## src/rtl/wingbutled_ctrl_v.sv

```systemverilog
// Four-channel wing button/LED controller: synchronize and debounce each button,
// step a per-channel OFF/ON/BLINK mode on every press, and drive the LEDs from the mode.
module wingbutled_ctrl_v #(
    parameter int unsigned DEBOUNCE_CYCLES = 32000,
    parameter int unsigned BLINK_CYCLES    = 8000000
) (
    input  logic       clk,
    input  logic       rst_n,
    input  logic [3:0] buttons,
    output logic [3:0] leds,
    output logic [3:0] btn_level,
    output logic [3:0] btn_press,
    output logic [7:0] led_mode
);

    localparam int unsigned DW = $clog2(DEBOUNCE_CYCLES + 1);
    localparam int unsigned PW = $clog2(BLINK_CYCLES);
    localparam logic [DW-1:0] DEB_LAST = DW'(DEBOUNCE_CYCLES - 1);
    localparam logic [PW-1:0] PRE_LAST = PW'(BLINK_CYCLES - 1);

    typedef enum logic [1:0] {
        OFF   = 2'b00,
        ON    = 2'b01,
        BLINK = 2'b10
    } mode_t;

    logic [3:0]    sync1, sync2;
    logic [DW-1:0] cnt [4];
    logic [PW-1:0] pre;
    logic          blink_phase;
    mode_t         mode_q [4];
    mode_t         mode_d [4];
    logic [3:0]    leds_d;

    always_ff @(posedge clk) begin
        if (!rst_n) begin
            sync1 <= '0;
            sync2 <= '0;
        end else begin
            sync1 <= buttons;
            sync2 <= sync1;
        end
    end

    // Level is accepted on the cycle the counter would reach DEBOUNCE_CYCLES,
    // so the counter itself never holds the terminal value.
    always_ff @(posedge clk) begin
        if (!rst_n) begin
            btn_level <= '0;
            btn_press <= '0;
            for (int unsigned i = 0; i < 4; i++) cnt[i] <= '0;
        end else begin
            for (int unsigned i = 0; i < 4; i++) begin
                btn_press[i] <= 1'b0;
                if (sync2[i] == btn_level[i]) begin
                    cnt[i] <= '0;
                end else if (cnt[i] == DEB_LAST) begin
                    cnt[i]       <= '0;
                    btn_level[i] <= sync2[i];
                    btn_press[i] <= sync2[i];
                end else begin
                    cnt[i] <= cnt[i] + DW'(1);
                end
            end
        end
    end

    always_ff @(posedge clk) begin
        if (!rst_n) begin
            pre         <= '0;
            blink_phase <= 1'b0;
        end else if (pre == PRE_LAST) begin
            pre         <= '0;
            blink_phase <= ~blink_phase;
        end else begin
            pre <= pre + PW'(1);
        end
    end

    always_ff @(posedge clk) begin
        if (!rst_n) begin
            for (int unsigned i = 0; i < 4; i++) mode_q[i] <= OFF;
        end else begin
            for (int unsigned i = 0; i < 4; i++) mode_q[i] <= mode_d[i];
        end
    end

    always_comb begin
        for (int unsigned i = 0; i < 4; i++) begin
            mode_d[i] = mode_q[i];
            case (mode_q[i])
                OFF:     if (btn_press[i]) mode_d[i] = ON;
                ON:      if (btn_press[i]) mode_d[i] = BLINK;
                BLINK:   if (btn_press[i]) mode_d[i] = OFF;
                default: mode_d[i] = OFF;
            endcase
        end
    end

    always_comb begin
        leds_d   = '0;
        led_mode = '0;
        for (int unsigned i = 0; i < 4; i++) begin
            led_mode[2*i +: 2] = mode_q[i];
            case (mode_q[i])
                ON:      leds_d[i] = 1'b1;
                BLINK:   leds_d[i] = blink_phase;
                default: leds_d[i] = 1'b0;
            endcase
        end
    end

    always_ff @(posedge clk) begin
        if (!rst_n) leds <= '0;
        else        leds <= leds_d;
    end

endmodule

```

## config.mk

```make
export PLATFORM = sky130hd
export DESIGN_NAME = wingbutled_ctrl_v
export DESIGN_NICKNAME = d
export VERILOG_FILES = /design/src/rtl/wingbutled_ctrl_v.sv
export SDC_FILE = /design/constraint.sdc
export NUM_CORES = 1
export LEC_CHECK = 0
export ABC_AREA = 1
export CAP_MARGIN = 5
export CORE_MARGIN = 2
export CORE_UTILIZATION = 44
export CTS_CLUSTER_DIAMETER = 60
export DETAILED_ROUTE_END_ITERATION = 7
export MAX_ROUTING_LAYER = met4
export PLACE_DENSITY = 0.64
export SLEW_MARGIN = 10
export SYNTH_ARGS = -nofsm -noshare
export SYNTH_HDL_FRONTEND = slang
export SYNTH_SLANG_ARGS = --single-unit
```

## constraint.sdc

```tcl
create_clock -name clk -period 1.45 [get_ports clk]
set_input_delay 0.145 -clock clk [delete_from_list [all_inputs] [get_ports clk]]
set_output_delay 0.145 -clock clk [all_outputs]
set_load 0.01 [all_outputs]
```

==> flow_summary_export.csv, run 1 <==
group,metric,value,unit
status,status,"finished with violations",
status,violations,"setup timing",
die,io_pins,26,
setup_path,worst-path-buf-inv,1,
yosys,synthDistinctLibCells,31,
power,pwr-share-seq,51.9,%
placement,dp_hpwl,8560,um
power,power,7.01,mW
setup_path,crit_type,"register to register",
clock_network,clock_latency,0.36,ns
die,coreArea,13100,sq um
yosys,seq_area_frac_synth,48.9,%
sta,finalSetupViolations,48,
die,die_y,119,um
global_routing,grt_max_degree,20,
sta,hold_viol_final,0,
yosys,postSynthAreaPerCell,8.25,sq um
sta,worst_slack,-0.0489,ns
clock_network,cts_buffer_depth,2,
detailed_routing,drt_iter0_markers,238,
clock_network,cts-root-buf,"clkbuf_16",
setup_path,arrival,1.62,ns
detailed_routing,final_antenna_net_count,0,
power,pwr-share-clk,34.4,%
job,maxCapViolations,0,
power,p_per_area,862,nW/um^2
sta,rsz0062_at_grt,"yes",
setup_path,cpLargestDelayFamily,"simple AND/OR/NAND/NOR gates",
setup_path,path_cells,"ha_4, nand3_4, nor3_4, nand2_2, nand2_4, clkbuf_16, a21oi_2",
cells_and_area,final_cell_mix,"nand2_1 (142), inv_1 (85), nor2_1 (81)",
setup_path,startpoint_type,"register",
global_routing,track_usage,17.9,%
clock_network,cts_tree,"built",
yosys,synthCells,705,
detailed_routing,routedWlPerCell,12.2,um
detailed_routing,finalWirelength,13000,um
die,placementRows,42,
power,p_int,5.20,mW
cells_and_area,syn_to_final_growth,39.8,%
setup_path,slowest_delay,0.40,ns
power,swShare,25.8,%
global_routing,grt.overflow.total,0,
worst_hold_path,hold_class,"input port to register",
placement,placed_area,7060,sq um
die,dieArea,14200,sq um
clock_network,cts.htree.levels,3,
detailed_routing,dr.pass1.iters,5,
power,comb_power_share,13.7,%
detailed_routing,routed-via-count,4998,
sta,final_max_slew_viol_count,0,
setup_path,worstPathRequired,1.57,ns
detailed_routing,viasPerCell,4.71,
placement,portBuffers,25,
power,ir_worst_vdd,0.000675,V
setup_path,cp_max_fo,7,
global_routing,grt_pass1_wl,20300,um
global_routing,antenna_found_initial,0,
yosys,synth.ff_latch_count,112,
power,power.leakage,3.26,nW
cells_and_area,diodes,0,
clock_network,cts_buffers,9,
sta,finalCritPeriodShare,103,%
sta,max_freq,0.667,GHz
die,die_w,119,um
cells_and_area,stdcell_area,8130,sq um
cells_and_area,drive_above_1_share,25.4,%
clock_network,path_clk_slew,0.07,ns
detailed_routing,drc,0,
setup_path,end_kind,"register",
cells_and_area,nets,908,
clock_network,cts.sinks,112,
yosys,ys_warn_count,0,
die,start_util,44.5,%
cells_and_area,layout_commonest_cell,"nand2_1",
sta,min_period,1.50,ns
global_routing,grt_pass1_vias,4790,
power,p_sw,1.81,mW
setup_path,cp_slowest_cell,"edfxtp_1",
placement,pre_cts_ws,-0.0822,ns
sta,clock_skew,0.00462,ns
sta,holdWs,0.336,ns
yosys,syn-cell-area,5820,sq um
placement,gp_congestion,0.875,
## synth_stat cells (all sizes together)
cell type	number	area, sq um
xor2	24	210
nor3	17	110
xnor2	16	140
ha	21	263
inv	86	323
a21oi	46	230
edfxtp	60	1800
conb	1	3.75
nand2	156	601
nand3b	5	37.5
and2	2	12.5
buf	8	70.1
dfxtp	52	1040
nor2	125	489
nand3	47	255
nand4	16	106
o21bai	1	7.51
clkbuf	1	3.75
o21ai	16	80.1
or2	5	31.3
## state kept, by name, indices dropped and copies added (netlist names)
name / flops
cnt: 60
sync1: 4
btn_press: 4
sync2: 4
blink_phase: 1
mode_q: 8
btn_level: 4
pre: 23
leds: 4
## area by class of cell
cell class	instances	area (sq um)
Clock buffer	13	260
Clock inverter	3	26.3
Fill cell	1081	4950
Inverter	86	325
Multi-Input combinational cell	559	3420
Sequential cell	112	2850
Tap cell	176	220
Timing Repair Buffer	113	1030
## final timing paths
check,from,slack (ns),to,cells after the start
worst min-delay path,buttons[2],0.34,sync1[2],3
worst min register to register,sync1[2],0.41,sync2[2],2
worst max-delay path,cnt[3][1],-0.05,cnt[3][12],7
worst max register to register,cnt[3][1],-0.05,cnt[3][12],7
## power groups by stage
stage	combinational, mW	sequential [mW]	clock, mW
2_1_floorplan	0.493	3.70	0
3_3_place_gp	0.808	3.68	0
3_5_place_dp	0.857	3.69	0
4_1_cts	0.878	3.63	2.47
5_1_grt	1.08	3.65	2.59
6_report	0.963	3.63	2.41
## routing by layer
metal  GRT usage, %  up-vias  part of all wire [%]
met5              -        -                     0
met4           6.55        0                   1.7
met3           3.45       18                   3.1
met2           31.0       77                    52
met1           20.6     2340                    43
li1               -     2563                     -
## stage by stage
stage / util (%) / std cells / setup TNS [ns]
global route: 62.1 / 1062 / -5.91
detailed placement: 53.9 / 1023 / -3.77
global placement: 53.9 / 1023 / -0.547
finish: 62.1 / 1062 / -1.23
floorplan: - / 764 / -0.785
CTS: 57.6 / 1049 / -1.38
## what timing repair did
item	4_1_cts	5_1_grt
pin swaps	11	18
gates cloned	2	3
endpoints found under the setup margin	91	91
setup buffers	8	10
hold buffers	0	0
gates resized for setup	26	114
## cells by family after synthesis
kind of cell | share of synthesized area [%]
buffers and inverters | 6.82
adder cells (fa/ha/maj) | 4.52
AND/OR/NAND/NOR | 28.2
XOR/XNOR | 6.02
other | 0.0645
AO/OA/AOI/OAI | 5.46
flip-flops | 48.9
## tightest hold or removal path, delay by kind of cell
kind,cells,cell delay [ns]
buf+inv,2,0.44
simple gates,1,0.07
Power figures use the tool's default switching activity.
==> inputs of run 2 (changes only) <==
--- a/config.mk
+++ b/config.mk
@@ -7,13 +7,12 @@
 export LEC_CHECK = 0
 export ABC_AREA = 1
 export CAP_MARGIN = 5
-export CORE_MARGIN = 2
+export CORE_MARGIN = 5
 export CORE_UTILIZATION = 44
 export CTS_CLUSTER_DIAMETER = 60
 export DETAILED_ROUTE_END_ITERATION = 7
 export MAX_ROUTING_LAYER = met4
 export PLACE_DENSITY = 0.64
-export SLEW_MARGIN = 10
 export SYNTH_ARGS = -nofsm -noshare
 export SYNTH_HDL_FRONTEND = slang
 export SYNTH_SLANG_ARGS = --single-unit
==> flow_summary_export.csv, run 2 (same netlist as run 1, synthesis figures left out) <==
group,metric,value,unit
die,coreArea,13100,sq um
placement,gp_congestion,0.862,
status,status,"finished with violations",
cells_and_area,nets,907,
power,comb_power_share,13.5,%
clock_network,cts_buffers,9,
setup_path,startpoint_type,"register",
setup_path,cp_slowest_cell,"edfxtp_1",
cells_and_area,drive_above_1_share,24.0,%
global_routing,track_usage,16.1,%
die,placementRows,42,
setup_path,slowest_delay,0.37,ns
power,p_int,5.29,mW
cells_and_area,stdcell_area,8020,sq um
global_routing,grt_pass1_vias,4717,
clock_network,cts_buffer_depth,2,
placement,pre_cts_ws,-0.0959,ns
clock_network,cts_tree,"built",
die,dieArea,15600,sq um
clock_network,cts-root-buf,"clkbuf_16",
cells_and_area,layout_commonest_cell,"nand2_1",
global_routing,grt_max_degree,18,
job,maxCapViolations,0,
status,violations,"setup timing",
clock_network,cts.htree.levels,3,
setup_path,path_cells,"ha_2, nand2_2, nor2_2, nand4_1, nand3_2, clkbuf_16, nor2_1",
clock_network,postCtsHoldBufs,0,
sta,rsz0062_at_grt,"yes",
power,p_sw,1.78,mW
sta,finalCritPeriodShare,102,%
global_routing,grt_pass1_wl,20700,um
die,io_pins,26,
sta,max_freq,0.674,GHz
setup_path,rr_worst_depth,7,
cells_and_area,multi_input_area,3330,sq um
sta,slew_headroom,61.8,%
sta,min_period,1.48,ns
setup_path,worst-path-buf-inv,1,
cells_and_area,top_regs,"cnt (60), pre (23), mode_q (8)",
global_routing,grt.overflow.total,0,
detailed_routing,final_antenna_net_count,0,
detailed_routing,viasPerCell,4.74,
cells_and_area,largest_reg_flops,60,
cells_and_area,final_cell_mix,"nand2_1 (145), inv_1 (85), nor2_1 (84)",
power,pwr-share-seq,51.3,%
detailed_routing,routed-via-count,5033,
power,ir_worst_vdd,0.000935,V
cells_and_area,diodes,0,
detailed_routing,drt_iter0_markers,261,
global_routing,antenna_found_initial,0,
sta,worst_slack,-0.0339,ns
setup_path,arrival,1.59,ns
placement,dp_hpwl,8750,um
power,pwr-share-clk,35.2,%
cells_and_area,largest-register,"cnt",
detailed_routing,drc,0,
worst_hold_path,hold_class,"input port to register",
cells_and_area,fillers,1073,
sta,finalSetupViolations,40,
setup_path,worstPathRequired,1.56,ns
sta,clock_skew,0.00962,ns
clock_network,clock_latency,0.35,ns
power,p_per_area,881,nW/um^2
cells_and_area,syn_to_final_growth,37.9,%
setup_path,worstSetupPathDepth,7,
power,power,7.06,mW
power,swShare,25.2,%
placement,portBuffers,25,
detailed_routing,dr.pass1.iters,5,
die,die_y,125,um
clock_network,cts.sinks,112,
worst_hold_path,hold_depth,3,
placement,placed_area,7060,sq um
detailed_routing,routedWlPerCell,12.3,um
sta,hold_viol_final,0,
cells_and_area,regArea,2850,sq um
clock_network,path_clk_slew,0.07,ns
die,die_w,125,um
sta,final_max_slew_viol_count,0,
setup_path,end_kind,"register",
detailed_routing,finalWirelength,13000,um
power,power.leakage,3.29,nW
die,start_util,44.5,%
setup_path,cp_max_fo,7,
sta,tightest_slew,0.570,ns
setup_path,crit_type,"register to register",
setup_path,cpLargestDelayFamily,"simple AND/OR/NAND/NOR gates",
-- run 2: cell types whose count changed in the layout (fill, tap and decap cells not counted), moves of 3 or more --
cell             previous run  this run
nor2_1                     81        84
nand3_1                    35        38
nand2_1                   142       145
clkinv_2                    0         3
xor2_2                      8         3
xor2_1                     16        21
clkdlybuf4s50_1            17        14
nor2_4                     21        12
nand2_2                    10         7
nor2_2                     23        29
-- run 2: layout make-up --
cell class | instances | area share [%]
Clock buffer | 12 | 3.48
Inverter | 86 | 4.05
Tap cell | 176 | 2.74
Sequential cell | 112 | 35.5
Multi-Input combinational cell | 561 | 41.5
Clock inverter | 4 | 0.296
Timing Repair Buffer | 110 | 12.4
-- run 2: per-layer routing --
layer	routed length, um	track usage [%]	part of all wire (%)
met1	5600	18.8	43
met2	6790	27.4	52
met3	376	3.71	2.9
met4	243	5.68	1.9
met5	0	-	0
-- run 2: final timing paths --
kind / end / start / slack (ns)
worst min-delay path: sync1[2] / buttons[2] / 0.34
worst max register to register: cnt[1][10] / cnt[1][0] / -0.03
worst max-delay path: cnt[1][10] / cnt[1][0] / -0.03
worst min register to register: sync2[3] / sync1[3] / 0.41
-- run 2: timing repair --
item	CTS	global route
endpoints found under the hold margin	0	0
buffers inserted	6	8
cloned	3	4
pin swaps	13	18
endpoints found under the setup margin	90	96
gates resized for setup	27	92
-- run 2: worst register-to-register path, delay by kind of cell, from the launching register on --
kind / cells / cell delay (ns)
buffers and inverters: 1 / 0.17
DFF: 1 / 0.37
adders and majority gates: 1 / 0.21
and+or+nand+nor: 5 / 0.50
-- run 2: power groups by stage --
| stage | registers [mW] | logic [mW] | clock network [mW] |
|---|---|---|---|
| floorplan | 3.70 | 0.493 | 0 |
| global placement | 3.68 | 0.817 | 0 |
| detailed placement | 3.69 | 0.869 | 0 |
| CTS | 3.63 | 0.887 | 2.56 |
| global route | 3.65 | 1.07 | 2.69 |
| finish | 3.63 | 0.953 | 2.48 |
-- run 2: stage by stage --
| stage | utilization (%) | hold slack (ns) | setup TNS [ns] | instances |
|---|---|---|---|---|
| after CTS | 57.7 | 0.323 | -0.000391 | 1049 |
| after global routing | 61.3 | 0.346 | -5.06 | 1061 |
| final | 61.3 | 0.342 | -0.611 | 1061 |
| after detailed placement | 54.0 | 0.396 | -3.98 | 1025 |
| after global placement | 54.0 | 0.392 | -1.10 | 1025 |
| after floorplan | - | 0.243 | -0.785 | 764 |
==> inputs of run 3 (changes only) <==
--- a/config.mk
+++ b/config.mk
@@ -13,6 +13,7 @@
 export DETAILED_ROUTE_END_ITERATION = 7
 export MAX_ROUTING_LAYER = met4
 export PLACE_DENSITY = 0.64
+export REMOVE_ABC_BUFFERS = 1
 export SYNTH_ARGS = -nofsm -noshare
 export SYNTH_HDL_FRONTEND = slang
 export SYNTH_SLANG_ARGS = --single-unit
==> flow_summary_export.csv, run 3 (same netlist as run 1, synthesis figures left out) <==
group,metric,value,unit
detailed_routing,drt_iter0_markers,393,
cells_and_area,final_core_util,59.9,%
setup_path,rr_worst_depth,8,
global_routing,grt_pass1_vias,4717,
setup_path,startpoint_type,"register",
detailed_routing,drc,0,
clock_network,cts_tree,"built",
sta,hold_viol_final,0,
global_routing,grt_pass1_wl,20600,um
detailed_routing,routed-via-count,4972,
cells_and_area,drive_above_1_share,21.6,%
global_routing,grt_use_met1,19.1,%
worst_hold_path,worstHoldStart,"buttons[1]",
setup_path,regToRegSetupSlack,-0.07,ns
sta,clock_skew,0.00777,ns
setup_path,arrival,1.63,ns
clock_network,cts_buffer_depth,2,
status,violations,"setup timing",
clock_network,cts.sinks,112,
setup_path,crit-reg2reg-capture,"cnt[3][12]",
clock_network,postCtsHoldBufs,0,
sta,tightest_slew,0.532,ns
placement,dp.cells,1019,
die,placementRows,42,
setup_path,crit_start,"cnt[3][1]",
clock_network,cts_buffers,9,
global_routing,grt.overflow.total,0,
placement,portBuffers,25,
detailed_routing,final_antenna_net_count,0,
setup_path,worstPathRequired,1.56,ns
sta,max_freq,0.659,GHz
cells_and_area,largest_reg_flops,60,
global_routing,grtUsageMet2,26.9,%
sta,setup_tns,-0.891,ns
global_routing,grt_use_met3,4.43,%
cells_and_area,largest-register,"cnt",
cells_and_area,final_cells,1055,
cells_and_area,top_regs,"cnt (60), pre (23), mode_q (8)",
cells_and_area,nets,901,
global_routing,top_usage_layer,"met2",
cells_and_area,layout_commonest_cell,"nand2_1",
cells_and_area,final_cell_mix,"nand2_1 (140), nor2_1 (94), inv_1 (85)",
sta,rsz0062_at_grt,"yes",
placement,gp_congestion,0.911,
global_routing,antenna_found_initial,0,
cells_and_area,diodes,0,
sta,finalCritPeriodShare,105,%
sta,min_period,1.52,ns
clock_network,cts-root-buf,"clkbuf_16",
clock_network,clock_latency,0.36,ns
cells_and_area,syn_to_final_growth,34.8,%
clock_network,path_clk_slew,0.08,ns
global_routing,grt_max_degree,24,
global_routing,track_usage,16.2,%
job,maxCapViolations,0,
worst_hold_path,hold_class,"input port to register",
die,coreArea,13100,sq um
status,status,"finished with violations",
sta,holdWs,0.316,ns
setup_path,crit_type,"register to register",
clock_network,cts.htree.levels,3,
detailed_routing,dr.pass1.iters,4,
sta,finalSetupViolations,22,
die,io_pins,26,
die,dieArea,15600,sq um
die,die_y,125,um
detailed_routing,routedWlPerCell,12.0,um
placement,dp_hpwl,8590,um
setup_path,r2r_start,"cnt[3][1]",
power,power,6.95,mW
detailed_routing,viasPerCell,4.71,
sta,worst_slack,-0.0681,ns
sta,slew_headroom,64.4,%
sta,final_max_slew_viol_count,0,
worst_hold_path,hold_depth,3,
detailed_routing,finalWirelength,12600,um
setup_path,cp_max_fo,5,
die,die_w,125,um
setup_path,crit_path_end,"cnt[3][12]",
setup_path,end_kind,"register",
die,start_util,44.5,%
power,ir_worst_vdd,0.000829,V
power,p_per_area,886,nW/um^2
power,power.leakage,3.26,nW
## run 3: cell types whose count changed in the layout (fill, tap and decap cells not counted), moves of 3 or more
cell / change
clkdlybuf4s50_1: -5
dlymetal6s2s_1: +3
nor2_1: +10
nor2_2: -10
nand2_2: +6
nand2_1: -5
buf_6: +4
buf_4: -8
clkbuf_16: -4
a21oi_2: -8
a21oi_1: +8
## run 3: final cells by class
| class | count | area [sq um] |
|---|---|---|
| clock buffer | 10 | 239 |
| clock inverter | 6 | 43.8 |
| fill | 1160 | 5240 |
| inverter | 86 | 323 |
| multi-input combinational | 562 | 3260 |
| sequential | 112 | 2850 |
| tap | 176 | 220 |
| timing repair buffer | 103 | 910 |
## run 3: per-stage QoR
stage               setup slack, ns  cell area, sq um
floorplan                   -0.0402              5960
global placement             -0.125              6950
detailed placement           -0.214              6950
CTS                         -0.0333              7410
global route                 -0.126              7840
finish                      -0.0681              7840
## run 3: routing by layer
metal  part of all wire [%]  wire length [um]  vias up
met3                    3.9               499       17
li1                       -                 -     2568
met1                     45              5660     2301
met5                      0                 0        -
met2                     50              6290       86
met4                    1.5               192        0
## run 3: how the worst min path moves through the flow
stage / end / slack [ns]
finish: sync1[1] / 0.32
floorplan: sync1[0] / 0.24
CTS: sync1[1] / 0.31
global placement: sync2[2] / 0.40
detailed placement: sync2[2] / 0.40
global route: sync1[1] / 0.32
## run 3: worst max-delay path, cell delays in order (launching register included)
cell      delay (ns)
edfxtp_1        0.38
buf_6           0.11
ha_4            0.14
nand3_4         0.10
nor3_4          0.17
nand2_2         0.11
nand2_4         0.09
buf_6           0.13
a21oi_1         0.05
## run 3: report_power, final
part	switching, mW	internal [mW]	total [mW]
combinational	0.542	0.406	0.947
sequential	0.120	3.50	3.62
clock	1.17	1.22	2.39
## run 3: timing repair
action | in CTS | in global routing
gates resized for setup | 33 | 89
endpoints found under the hold margin | 0 | 0
pin swaps | 11 | 17
endpoints found under the setup margin | 84 | 104
buffers inserted | 5 | 11
cloned | 2 | 3
